## config.mk

```make
export PLATFORM = sky130hd
export DESIGN_NAME = sparc_fetch_queue
export DESIGN_NICKNAME = d
export VERILOG_FILES = /design/src/rtl/sparc_fetch_pkg.sv /design/src/rtl/sparc_fetch_fifo.sv /design/src/rtl/sparc_fetch_queue.sv
export SDC_FILE = /design/constraint.sdc
export NUM_CORES = 1
export LEC_CHECK = 0
export CORE_MARGIN = 2
export CORE_UTILIZATION = 35
export DETAILED_ROUTE_END_ITERATION = 7
export RECOVER_POWER = 25
export SETUP_SLACK_MARGIN = 0.15
export SYNTH_ARGS = -nofsm -noshare
export SYNTH_HDL_FRONTEND = slang
export SYNTH_HIERARCHICAL = 1
export SYNTH_SLANG_ARGS = --single-unit
```

## constraint.sdc

```tcl
create_clock -name clk -period 3.91 [get_ports clk]
set_input_delay 0.391 -clock clk [delete_from_list [all_inputs] [get_ports clk]]
set_output_delay 0.391 -clock clk [all_outputs]
set_load 0.02 [all_outputs]
```

## src/rtl/sparc_fetch_pkg.sv

```systemverilog
// Shared encodings and types for the SPARC fetch front end.
package sparc_fetch_pkg;

    localparam logic [1:0] REDIR_NONE = 2'b00;
    localparam logic [1:0] REDIR_TA   = 2'b01;
    localparam logic [1:0] REDIR_ALU  = 2'b10;
    localparam logic [1:0] REDIR_RSVD = 2'b11;

    localparam int PC_INC = 4;

    // Entry layout for the standard 32-bit configuration; the FIFO itself stores {pc, instr} flat.
    typedef struct packed {
        logic [31:0] pc;
        logic [31:0] instr;
    } fetch_entry_t;

endpackage

```

## src/rtl/sparc_fetch_fifo.sv

```systemverilog
// Circular prefetch buffer with push/pop, full flush and flush-keeping-head.
module sparc_fetch_fifo #(
    parameter int DEPTH = 4,
    parameter int W     = 64
) (
    input  logic                   clk,
    input  logic                   clr,
    input  logic                   push,
    input  logic [W-1:0]           push_data,
    input  logic                   pop,
    input  logic                   flush_all,
    input  logic                   flush_keep_head,
    output logic [W-1:0]           head,
    output logic [$clog2(DEPTH):0] count
);
    localparam int PW = $clog2(DEPTH);
    localparam int CW = PW + 1;

    logic [W-1:0]  mem [DEPTH];
    logic [PW-1:0] rp, wp, rp_nxt;
    logic          flush, keep;

    assign flush  = flush_all || flush_keep_head;
    assign rp_nxt = pop ? rp + 1'b1 : rp;
    // A same-cycle pop consumes the kept head, so the queue ends empty.
    assign keep   = flush_keep_head && !flush_all && !pop && (count != '0);

    always_ff @(posedge clk or negedge clr) begin
        if (!clr) begin
            rp    <= '0;
            wp    <= '0;
            count <= '0;
        end else begin
            rp <= rp_nxt;
            if (flush) begin
                wp    <= rp_nxt + PW'(keep);
                count <= CW'(keep);
            end else begin
                if (push) wp <= wp + 1'b1;
                count <= count + CW'(push) - CW'(pop);
            end
        end
    end

    always_ff @(posedge clk) begin
        if (push && !flush) mem[wp] <= push_data;
    end

    assign head = mem[rp];

endmodule

```

## src/rtl/sparc_fetch_queue.sv

```systemverilog
// SPARC fetch front end: PC/nPC sequencing, ROM drive, prefetch queue and delayed-CTI redirects.
// Optional macro FETCH_ALIGN_CHK_EN adds a sticky misaligned-target fault port.
module sparc_fetch_queue
    import sparc_fetch_pkg::*;
#(
    parameter int              ADDR_W   = 32,
    parameter int              DEPTH    = 4,
    parameter logic [ADDR_W-1:0] RESET_PC = '0,
    parameter int              INSTR_W  = 32
) (
    input  logic                   clk,
    input  logic                   clr,
    output logic [ADDR_W-1:0]      imem_addr,
    input  logic [INSTR_W-1:0]     imem_data,
    output logic                   out_valid,
    input  logic                   out_ready,
    output logic [ADDR_W-1:0]      out_pc,
    output logic [INSTR_W-1:0]     out_instr,
    input  logic                   redir_valid,
    input  logic [1:0]             redir_sel,
    input  logic [ADDR_W-1:0]      redir_ta,
    input  logic [ADDR_W-1:0]      redir_alu,
    input  logic                   redir_annul,
    output logic [$clog2(DEPTH):0] count
`ifdef FETCH_ALIGN_CHK_EN
    ,
    output logic                   fault
`endif
);
    localparam int W = ADDR_W + INSTR_W;
    localparam logic [ADDR_W-1:0] INC = ADDR_W'(PC_INC);

    if (INSTR_W != 32) begin : g_bad_instr_w
        $error("sparc_fetch_queue: INSTR_W must be 32");
    end
    if (DEPTH < 2 || DEPTH > 16 || (DEPTH & (DEPTH - 1)) != 0) begin : g_bad_depth
        $error("sparc_fetch_queue: DEPTH must be a power of two in 2..16");
    end

    logic [ADDR_W-1:0] pc, npc, target_raw, target;
    logic [W-1:0]      head;
    logic              redir_go, bad_tgt, halt, pop, fetch, flush_all, flush_keep;

    always_comb begin
        redir_go   = 1'b0;
        target_raw = redir_ta;
        case (redir_sel)
            REDIR_TA:   begin redir_go = redir_valid; target_raw = redir_ta;  end
            REDIR_ALU:  begin redir_go = redir_valid; target_raw = redir_alu; end
            REDIR_NONE,
            REDIR_RSVD: redir_go = 1'b0;
            default:    redir_go = 1'b0;
        endcase
    end

`ifdef FETCH_ALIGN_CHK_EN
    assign target  = target_raw;
    assign bad_tgt = redir_go && (target_raw[1:0] != 2'b00);
    assign halt    = fault;

    always_ff @(posedge clk or negedge clr) begin
        if (!clr)         fault <= 1'b0;
        else if (bad_tgt) fault <= 1'b1;
    end
`else
    assign target  = target_raw & ~ADDR_W'(3);
    assign bad_tgt = 1'b0;
    assign halt    = 1'b0;
`endif

    assign out_valid  = (count != '0);
    assign pop        = out_valid && out_ready;
    assign fetch      = !redir_go && !halt && ((count != ($clog2(DEPTH)+1)'(DEPTH)) || pop);
    assign flush_all  = redir_go && (redir_annul || bad_tgt);
    assign flush_keep = redir_go && !redir_annul && !bad_tgt;

    always_ff @(posedge clk or negedge clr) begin
        if (!clr) begin
            pc  <= RESET_PC;
            npc <= RESET_PC + INC;
        end else if (redir_go && !bad_tgt) begin
            // Delay slot not fetched yet: fetch it from nPC, then continue at the target.
            if (!redir_annul && !out_valid) begin
                pc  <= npc;
                npc <= target;
            end else begin
                pc  <= target;
                npc <= target + INC;
            end
        end else if (fetch) begin
            pc  <= npc;
            npc <= npc + INC;
        end
    end

    sparc_fetch_fifo #(.DEPTH(DEPTH), .W(W)) u_fifo (
        .clk             (clk),
        .clr             (clr),
        .push            (fetch),
        .push_data       ({pc, imem_data}),
        .pop             (pop),
        .flush_all       (flush_all),
        .flush_keep_head (flush_keep),
        .head            (head),
        .count           (count)
    );

    assign imem_addr = pc;
    assign out_pc    = out_valid ? head[W-1 -: ADDR_W]   : '0;
    assign out_instr = out_valid ? head[INSTR_W-1:0]     : '0;

endmodule

```

== After elaboration in Yosys (flattened, before gate mapping) ==
Memory sizes are Yosys's and may differ from the RTL's.
Index checks and enable logic that the tools add are counted.

* Input bits: 103
* Output and inout port bits: 100
* RAM bits: 256
* Word-level logic and storage cells: 56
* Memories kept: 1
* Bits in registers: 71

* $add $sub $neg: 7
* Multiplexer cells: 16
* Reduce and logical (&&, ||, !) cells: 23
* Eq/ne operators: 4

{| class="wikitable"
|+ Memory list
! name !! depth !! width !! rd ports !! clocked after Yosys merged registers in !! write ports !! line !! source
|-
| u_fifo.mem || 4 || 64 || 1 || 0 || 1 || sparc_fetch_fifo.sv:19 || <nowiki>logic [W-1:0] mem [DEPTH];</nowiki>
|}

{| class="wikitable"
|+ Operators with widths
! cell !! number
|-
| $mux W32 || 9
|-
| $add A32 B3 Y32 const B || 2
|-
| $logic_and A1 B1 Y1 || 9
|-
| $logic_not A1 Y1 || 6
|-
| $mux W2 || 3
|-
| $add A2 B1 Y2 const B || 2
|-
| $eq A2 B2 Y1 const B || 2
|-
| $reduce_bool A2 Y1 || 2
|-
| $reduce_or A2 Y1 || 2
|-
| $add A3 B1 Y3 || 1
|-
| $mux W3 || 1
|-
| $ne A3 B3 Y1 const B || 1
|-
| $reduce_bool A3 Y1 || 1
|-
| $sub A3 B1 Y3 || 1
|-
| $add A2 B1 Y2 || 1
|-
| $eq A2 B1 Y1 const B || 1
|-
| $logic_not A2 Y1 || 1
|-
| $logic_or A1 B1 Y1 || 2
|-
| $mux W1 || 2
|-
| $pmux W1 S2 || 1
|}

== Depth between registers and ports, before layout ==
* Depth in word-level cells: 10
* Mapped depth: 15
* Gate-level depth less buffers: 13

== Cells and area by module ==
The synthesis kept the hierarchy.

{| class="wikitable"
|+ By module, submodules not included
! module !! sequential area each (µm²) !! cells an instance !! instances !! area each (µm²)
|-
| sparc_fetch_fifo || 7862.5 || 377 || 1 || 9685.5
|-
| sparc_fetch_queue || 1502.7 || 575 || 1 || 4763.3
|}

== Least setup slack after synthesis ==
Ideal clock, no wire load.

* Kind: input -> register
* Start: input port redir_sel[0]
* End: memory u_fifo.mem[0][0], enable pin
* Path buffers: 2
* Stages: 8
* Required time: 3.481 ns
* Setup time: 0.429 ns
* Path slack: 0.184 ns
* Arrival: 3.297 ns
* Cell sequence: inv_1 -> ha_1 -> nor2b_1 -> clkbuf_1 -> clkbuf_1 -> and2_1 -> nor2_1 -> and3_1

* Longest elaborated chain between the ends: 9
* Elaborated cells between the ends (all ways): 16
* Those cells by class: eq/ne (3); mux (3); reduce/logical (10)

{| class="wikitable"
|+ Ends and longest elaborated chain
! what !! line !! source
|-
| start: declaration || sparc_fetch_queue.sv:20 || <nowiki>input logic [1:0] redir_sel,</nowiki>
|-
| $eq A2 B2 Y1, or another cell as far along || sparc_fetch_queue.sv:47 || <nowiki>case (redir_sel)</nowiki>
|-
| $reduce_or A2 Y1, on equally long branches || n/a ||
|-
| $pmux W1 S2 * || sparc_fetch_queue.sv:47 ||
|-
| $logic_and A1 B1 Y1 * || sparc_fetch_queue.sv:74 || <nowiki>assign flush_all = redir_go && (redir_annul || bad_tgt);</nowiki>
|-
| net flush_all || sparc_fetch_queue.sv:42 || <nowiki>logic redir_go, bad_tgt, halt, pop, fetch, flush_all, flush_keep;</nowiki>
|-
| $logic_or A1 B1 Y1 * || sparc_fetch_fifo.sv:23 || <nowiki>assign flush = flush_all || flush_keep_head;</nowiki>
|-
| $logic_not A1 Y1 * || sparc_fetch_fifo.sv:46 || <nowiki>if (push && !flush) mem[wp] <= push_data;</nowiki>
|-
| $logic_and A1 B1 Y1 * || sparc_fetch_fifo.sv:46 ||
|-
| $mux W1 * || sparc_fetch_fifo.sv:46 ||
|-
| $mux W1 (implied by the code) * || sparc_fetch_fifo.sv:46 ||
|-
| end: declaration || sparc_fetch_fifo.sv:19 ||
|}

The timed path passes the listed nets; every way through them passes the cells marked *.

== Final worst setup path ==
* Start: register u_fifo.rp[0]
* End: output port out_pc[20]

* Longest elaborated chain between the ends: 2

{| class="wikitable"
|+ Ends and longest elaborated chain
! what !! line !! source
|-
| start: declaration || sparc_fetch_fifo.sv:20 || <nowiki>logic [PW-1:0] rp, wp, rp_nxt;</nowiki>
|-
| start signal: assignment || sparc_fetch_fifo.sv:34 || <nowiki>rp <= rp_nxt;</nowiki>
|-
| $mem_v2 Z4 W64 || n/a ||
|-
| net head[52] || sparc_fetch_queue.sv:41 || <nowiki>logic [W-1:0] head;</nowiki>
|-
| $mux W32 || sparc_fetch_queue.sv:109 || <nowiki>assign out_pc = out_valid ? head[W-1 -: ADDR_W] : '0;</nowiki>
|-
| end: declaration || sparc_fetch_queue.sv:17 || <nowiki>output logic [ADDR_W-1:0] out_pc,</nowiki>
|}

The timed path passes the listed nets, and every way through them passes these cells.

==> summary.md <==
| Metric | Value |
|---|---|
| Async set or reset register ratio after synthesis | 20.7% |
| Clk root buf | clkbuf_16 |
| Drt total wl | between 30,000 and 40,000 um |
| DR pass1 iterations | 5 |
| Yosys top cell by area | edfxtp_1 |
| Hold Path Class | in2async |
| FMAX | 0.305 GHz |
| CTS Sinks | ~320 |
| Ys flop type | edfxtp_1 |
| Initial antenna violation count | 1 |
| Pin count of the biggest net entering global routing | 67 |
| Die ar. | between 40,000 and 50,000 um2 |
| Grt ovf | 0 |
| Clock Latency Late Sink | approximately 520 ps |
| H-tree Lvls | 2 |
| Unique masters post-synth | 63 |
| WL met1 | approximately 15,000 um |
| Final Cycle Share | between 80% and 90% |
| Top-area cell type share of the netlist area | 53.2% |
| Num CTS Buffers | 35 |
| Detailed Route Iter0 Violations | ~450 |
| Slew Viols, Final | 0 |
| Maxcap violations | 0 |
| Via Count | between 8,000 and 9,000 |
| Critical path arrival | 2890 ps |
| RSZ-0062 raised after global routing | false |
| Gate Count Post-Synth | around 950 |
| Vias in the first global route | roughly 9,000 |
| Post-DRT Antenna Nets | 0 |
| Pwr/cell area | about 800 nW/um2 |
| First-pass GRT wire length | a little over 50,000 um |
| Gr usage total | around 15% |
| Mapped Area | ~14,000 um2 |
| Buffers on Ports | 196 |
| Final hold vios | 0 |
| Die height | between 200 and 250 um |
| Clock Skews | ~15 ps |
| Top post-synthesis cells by area | edfxtp_1 53%, dfrtp_1 11%, mux4_2 10% |
| Synth Register Bits | 323 |
| CP required | roughly 3500 ps |
| Rows | 74 |
| FILL cells | ~3,700 |
| Detailed Place HPWL | 21,100 um |
| Total negative slack | 0 ps |
| Final setup viols | 0 |
| Sequential fraction of the synthesis area | roughly 65% |
| Fin util | around 45% |
| Status | completed |
| Critical path type | reg2out |
| Critical-path top delay cell | dfrtp_4 |
| Measured slew at the worst slew-check pin | between 800 and 900 ps |
| Post-CTS setup buffers | 0 |
| Mean routed wirelength per cell | 18.4 um |
| Core area | between 40,000 and 50,000 um2 |
| Antenna cells | 0 |
| IO Count | 203 |
| Starting Density | between 30 and 40% |
| Avg Inst Size Synth | approximately 15 um2 |
| CP endpoint kind | output pin |
| Gp weighted congestion | ~0.85 |
| Cells along the critical path | buf_12, mux4_2, and2_1, clkdlybuf4s50_1 |
| Number of flops mapped to enable cells by yosys | 256 |
| R2R Setup Slk | between 900 and 1000 ps |
| Startpoint types | register |
| Max Root-Sink Buffers | 3 |
| Layout cells sized above 1 | approximately 15% |
| Top cells by count, synth | 256 x edfxtp_1, 72 x nand2_1, 68 x and2_1 |
| Relative slew slack | around two fifths |
| Drt drc | 0 |
| DR top layer | met4 |
| VDD IR max | around 0.34 mV |
| TritonCTS clock tree | built |
| Met3 WL | ~1600 um |
| Warnings, synthesis | 6 |
| Lkg Pwr | 0.00633 uW |
| Max incr delay on CP | 750 ps |
| Top-count cell post-synth | edfxtp_1 |
| Die width | a little over 200 um |
| Min Clock Period, post-route | 3280 ps |
| Vias/cell | between 4 and 5 |
| Crit-path max FO | 26 |
| Routed wl met2 | 15,000 um |
| Area growth, synth to finish | 27.4% |
| Worst-path clk slew | around 60 ps |
| Nets | about 1,300 |
-- cell families after synthesis --
group | share of synthesized area [%]
xor+xnor | 3.39
mux | 12.8
buf+inv | 2.24
compound gates | 4.44
other cells | 0.0260
simple gates | 11.2
flops | 64.8
fa+ha+maj | 1.00
-- cells in the final DEF, fill, tap and decap left out, types with 10 or more instances in the layout --
| cell type | synthesis | routed |
|---|---|---|
| nand2_1 | 72 | 72 |
| clkbuf_16 | 0 | 36 |
| xnor2_1 | 32 | 32 |
| buf_4 | 6 | 15 |
| mux2i_1 | 33 | 33 |
| nor2_1 | 45 | 44 |
| o21ai_0 | 49 | 49 |
| nand3_1 | 26 | 26 |
| nand4_1 | 14 | 14 |
| xor2_1 | 24 | 24 |
| edfxtp_1 | 256 | 256 |
| buf_12 | 1 | 11 |
| conb_1 | 1 | 10 |
| clkbuf_1 | 17 | 10 |
| a21oi_1 | 29 | 29 |
| dfrtp_1 | 66 | 64 |
| clkdlybuf4s50_1 | 0 | 163 |
| dlygate4sd3_1 | 0 | 33 |
| and2_1 | 68 | 68 |
| nor3_1 | 19 | 19 |
| mux4_2 | 64 | 64 |
| inv_1 | 12 | 12 |
-- routing by layer --
metal	up-vias	global-route usage (%)
li1	4049	-
met1	4157	20.9
met2	218	23.9
met3	42	3.23
met4	0	3.62
met5	-	0
-- metrics by stage --
| stage | hold WS [ps] | worst slack (ps) | cells | cell area, um2 | total power, uW |
|---|---|---|---|---|---|
| after global placement | 393 | 682 | 1668 | 17200 | 11100 |
| after CTS | 379 | 549 | 1733 | 18400 | 14700 |
| after global routing | 421 | 455 | 1733 | 18400 | 15200 |
| after detailed placement | 396 | 659 | 1668 | 17200 | 11200 |
| after floorplan | 95.4 | 184 | 961 | 14500 | 8600 |
| final | 383 | 631 | 1733 | 18400 | 14400 |
-- path summary, 6_finish.rpt --
path	start	end	cells past startpoint
max in group asynchronous	clr	u_fifo/rp[1]$_DFF_PN0_	3
hold reg to reg	npc[31]$_DFFE_PN0P_	imem_addr[31]$_DFFE_PN0P_	1
setup / recovery	u_fifo/rp[0]$_DFF_PN0_	out_pc[20]	4
min in group clk	npc[31]$_DFFE_PN0P_	imem_addr[31]$_DFFE_PN0P_	1
setup reg to reg	u_fifo/count[1]$_DFF_PN0_	u_fifo/count[2]$_DFF_PN0_	11
hold / removal	clr	imem_addr[23]$_DFFE_PN0P_	2
-- report_power, final --
part	internal (uW)	switching [uW]
combinational	2720	2710
sequential	4840	685
clock	2100	1320
total	9660	4710
-- timing repair --
item,4_1_cts,5_1_grt
hold buffers,1,0
resized for setup,0,0
endpoints found under the hold margin,22,0
-- layout make-up --
class / count / area (um2) / share of cell area, %
clock buffer: 46 / 938 / 5.10
sequential: 323 / 9370 / 50.9
multi-input combinational: 579 / 4830 / 26.2
tap: 532 / 666 / 3.62
clock inverter: 18 / 258 / 1.40
timing repair buffer: 223 / 2300 / 12.5
inverter: 12 / 45.0 / 0.245
-- worst max-delay path, delay by kind of cell, from the launching register on --
kind | cells | cell delay [ps]
simple gates | 1 | 150
buf+inv | 2 | 900
mux | 1 | 520
flops | 1 | 750
-- sequential cells by signal, summed over array words and instances (netlist names) --
signal	count
u_fifo/mem	256
imem_addr	30
npc	30
u_fifo/count	3
u_fifo/rp	2
u_fifo/wp	2
No activity file was read; power rests on OpenSTA's default activity.
==> variant, RTL diff (same settings) <==
Build with the macro `FETCH_ALIGN_CHK_EN` defined.
--- a/src/rtl/sparc_fetch_queue.sv
+++ b/src/rtl/sparc_fetch_queue.sv
@@ -1,4 +1,6 @@
 // SPARC fetch front end: PC/nPC sequencing, ROM drive, prefetch queue and delayed-CTI redirects.
 // Optional macro FETCH_ALIGN_CHK_EN adds a sticky misaligned-target fault port.
+`define FETCH_ALIGN_CHK_EN
+
 module sparc_fetch_queue
     import sparc_fetch_pkg::*;
Check against the original RTL (old outputs only; new: fault): not equivalent (a bounded check fails within 4 cycles, from zero or initial values).
==> variant against the original RTL <==
First-iteration DRC count up 56%. Final area up 0.94%. Setup slack worse by 0.11 ns. Synthesized area up 1.5%. Sequential cell count up 5. Total power down 13%. Hold slack better by 0.042 ns. Routed wire length up 8.8%. Sequential power down 11%. Highest routed layer unchanged.
==> variant: results (changes against the original RTL) <==
[cells_and_area]
sh_seq_area_pct=51.1  ; was 50.9%
clockNetworkAreaShare_pct=6.11  ; was 6.50%
inverters=14  ; was 12
drive_above_1_share_pct=14.3  ; was 14.7%
multi_input_comb_cells=585  ; was 579
multi_input_area_share_pct=26.3  ; was 26.2%
buffer_area_share_pct=12.6  ; was 12.5%
n_all_buffers=229  ; was 223

[status]
status=finished clean  ; unchanged

[grt]
grt_pass1_wl_um=53700  ; was 50300 um
grt_start_max_net_pins=66  ; was 67
gr-usage-all-layers_pct=15.8  ; was 14.9%
gr-usage-met3_pct=2.60  ; was 3.23%
antenna_found_initial=0  ; was 1
grt_pass1_vias=8963  ; was 8760
grt_use_met2_pct=24.7  ; was 23.9%

[drt]
routedWlPerCell_um=19.8  ; was 18.4 um
routed-wl-met2_um=16000  ; was 15000 um
drt-met1-wl_um=16200  ; was 14700 um
avgViaCountPerCell=5.05  ; was 4.89

[logic_synthesis]
synthArstFlopShare_pct=22.0  ; was 20.7%
ys_types=65  ; was 63
yosys-top-cells-count=edfxtp_1 (256), nand2_1 (84), dfrtp_1 (71), and2_1 (68), mux4_2 (64)  ; was edfxtp_1 (256), nand2_1 (72), and2_1 (68), dfrtp_1 (66), mux4_2 (64)
synth_xor_area_share_pct=3.28  ; was 3.39%
netlist_instances=975  ; was 952
synth.mux.area_fraction_pct=12.4  ; was 12.8%
synth_area_leaders=edfxtp_1 (52%), dfrtp_1 (12%), mux4_2 (9.8%), and2_1 (2.9%), mux2i_1 (2.5%)  ; was edfxtp_1 (53%), dfrtp_1 (11%), mux4_2 (10%), and2_1 (2.9%), mux2i_1 (2.3%)
ys_seq_elements=328  ; was 323

[worst_setup_path]
cpPeakStageDelay_ns=0.81  ; was 0.75 ns
arrival_ns=2.99  ; was 2.89 ns

[placed_design]
dp_cells=1687  ; was 1668
hpwlAfterDp_um=24200  ; was 21100 um
pre_cts_slack_ns=0.600  ; was 0.659 ns
placement.cell_area_mm2=0.0174  ; was 0.0172 mm2

[sta]
slew_headroom_pct=25.8  ; was 40.8%

[power]
peakVddDrop_uv=460  ; was 344 uV

variant: cell count changes after synthesis, moves of 4 or more:
cell	delta
nor2b_1	+7
nand2b_1	-4
o21ai_0	+8
nand2_1	+12
nor3_1	-7
buf_4	-5
nor4_1	+4
dfrtp_1	+5
nor2_1	-8
variant: path summary, 6_finish.rpt:
check                                 from              end  slack (ns)  cells past startpoint
max                           u_fifo/rp[0]       out_pc[13]        0.52                      4
min                                    clr           npc[0]        0.42                      2
max reg2reg                u_fifo/count[1]  u_fifo/count[2]        1.08                      9
min reg2reg                         npc[1]           npc[1]        0.50                      1
max in group asynchronous              clr     u_fifo/rp[1]        2.42                      3
min in group clk                    npc[1]           npc[1]        0.50                      1
variant: power by group through the flow:
stage | registers (mW) | clock network [mW] | logic (mW)
floorplan | 4.80 | 0 | 2.50
detailed placement | 5.03 | 0 | 4.45
global placement | 5.02 | 0 | 4.43
CTS | 4.96 | 3.35 | 4.46
finish | 4.94 | 3.27 | 4.37
global route | 5.04 | 3.49 | 4.68
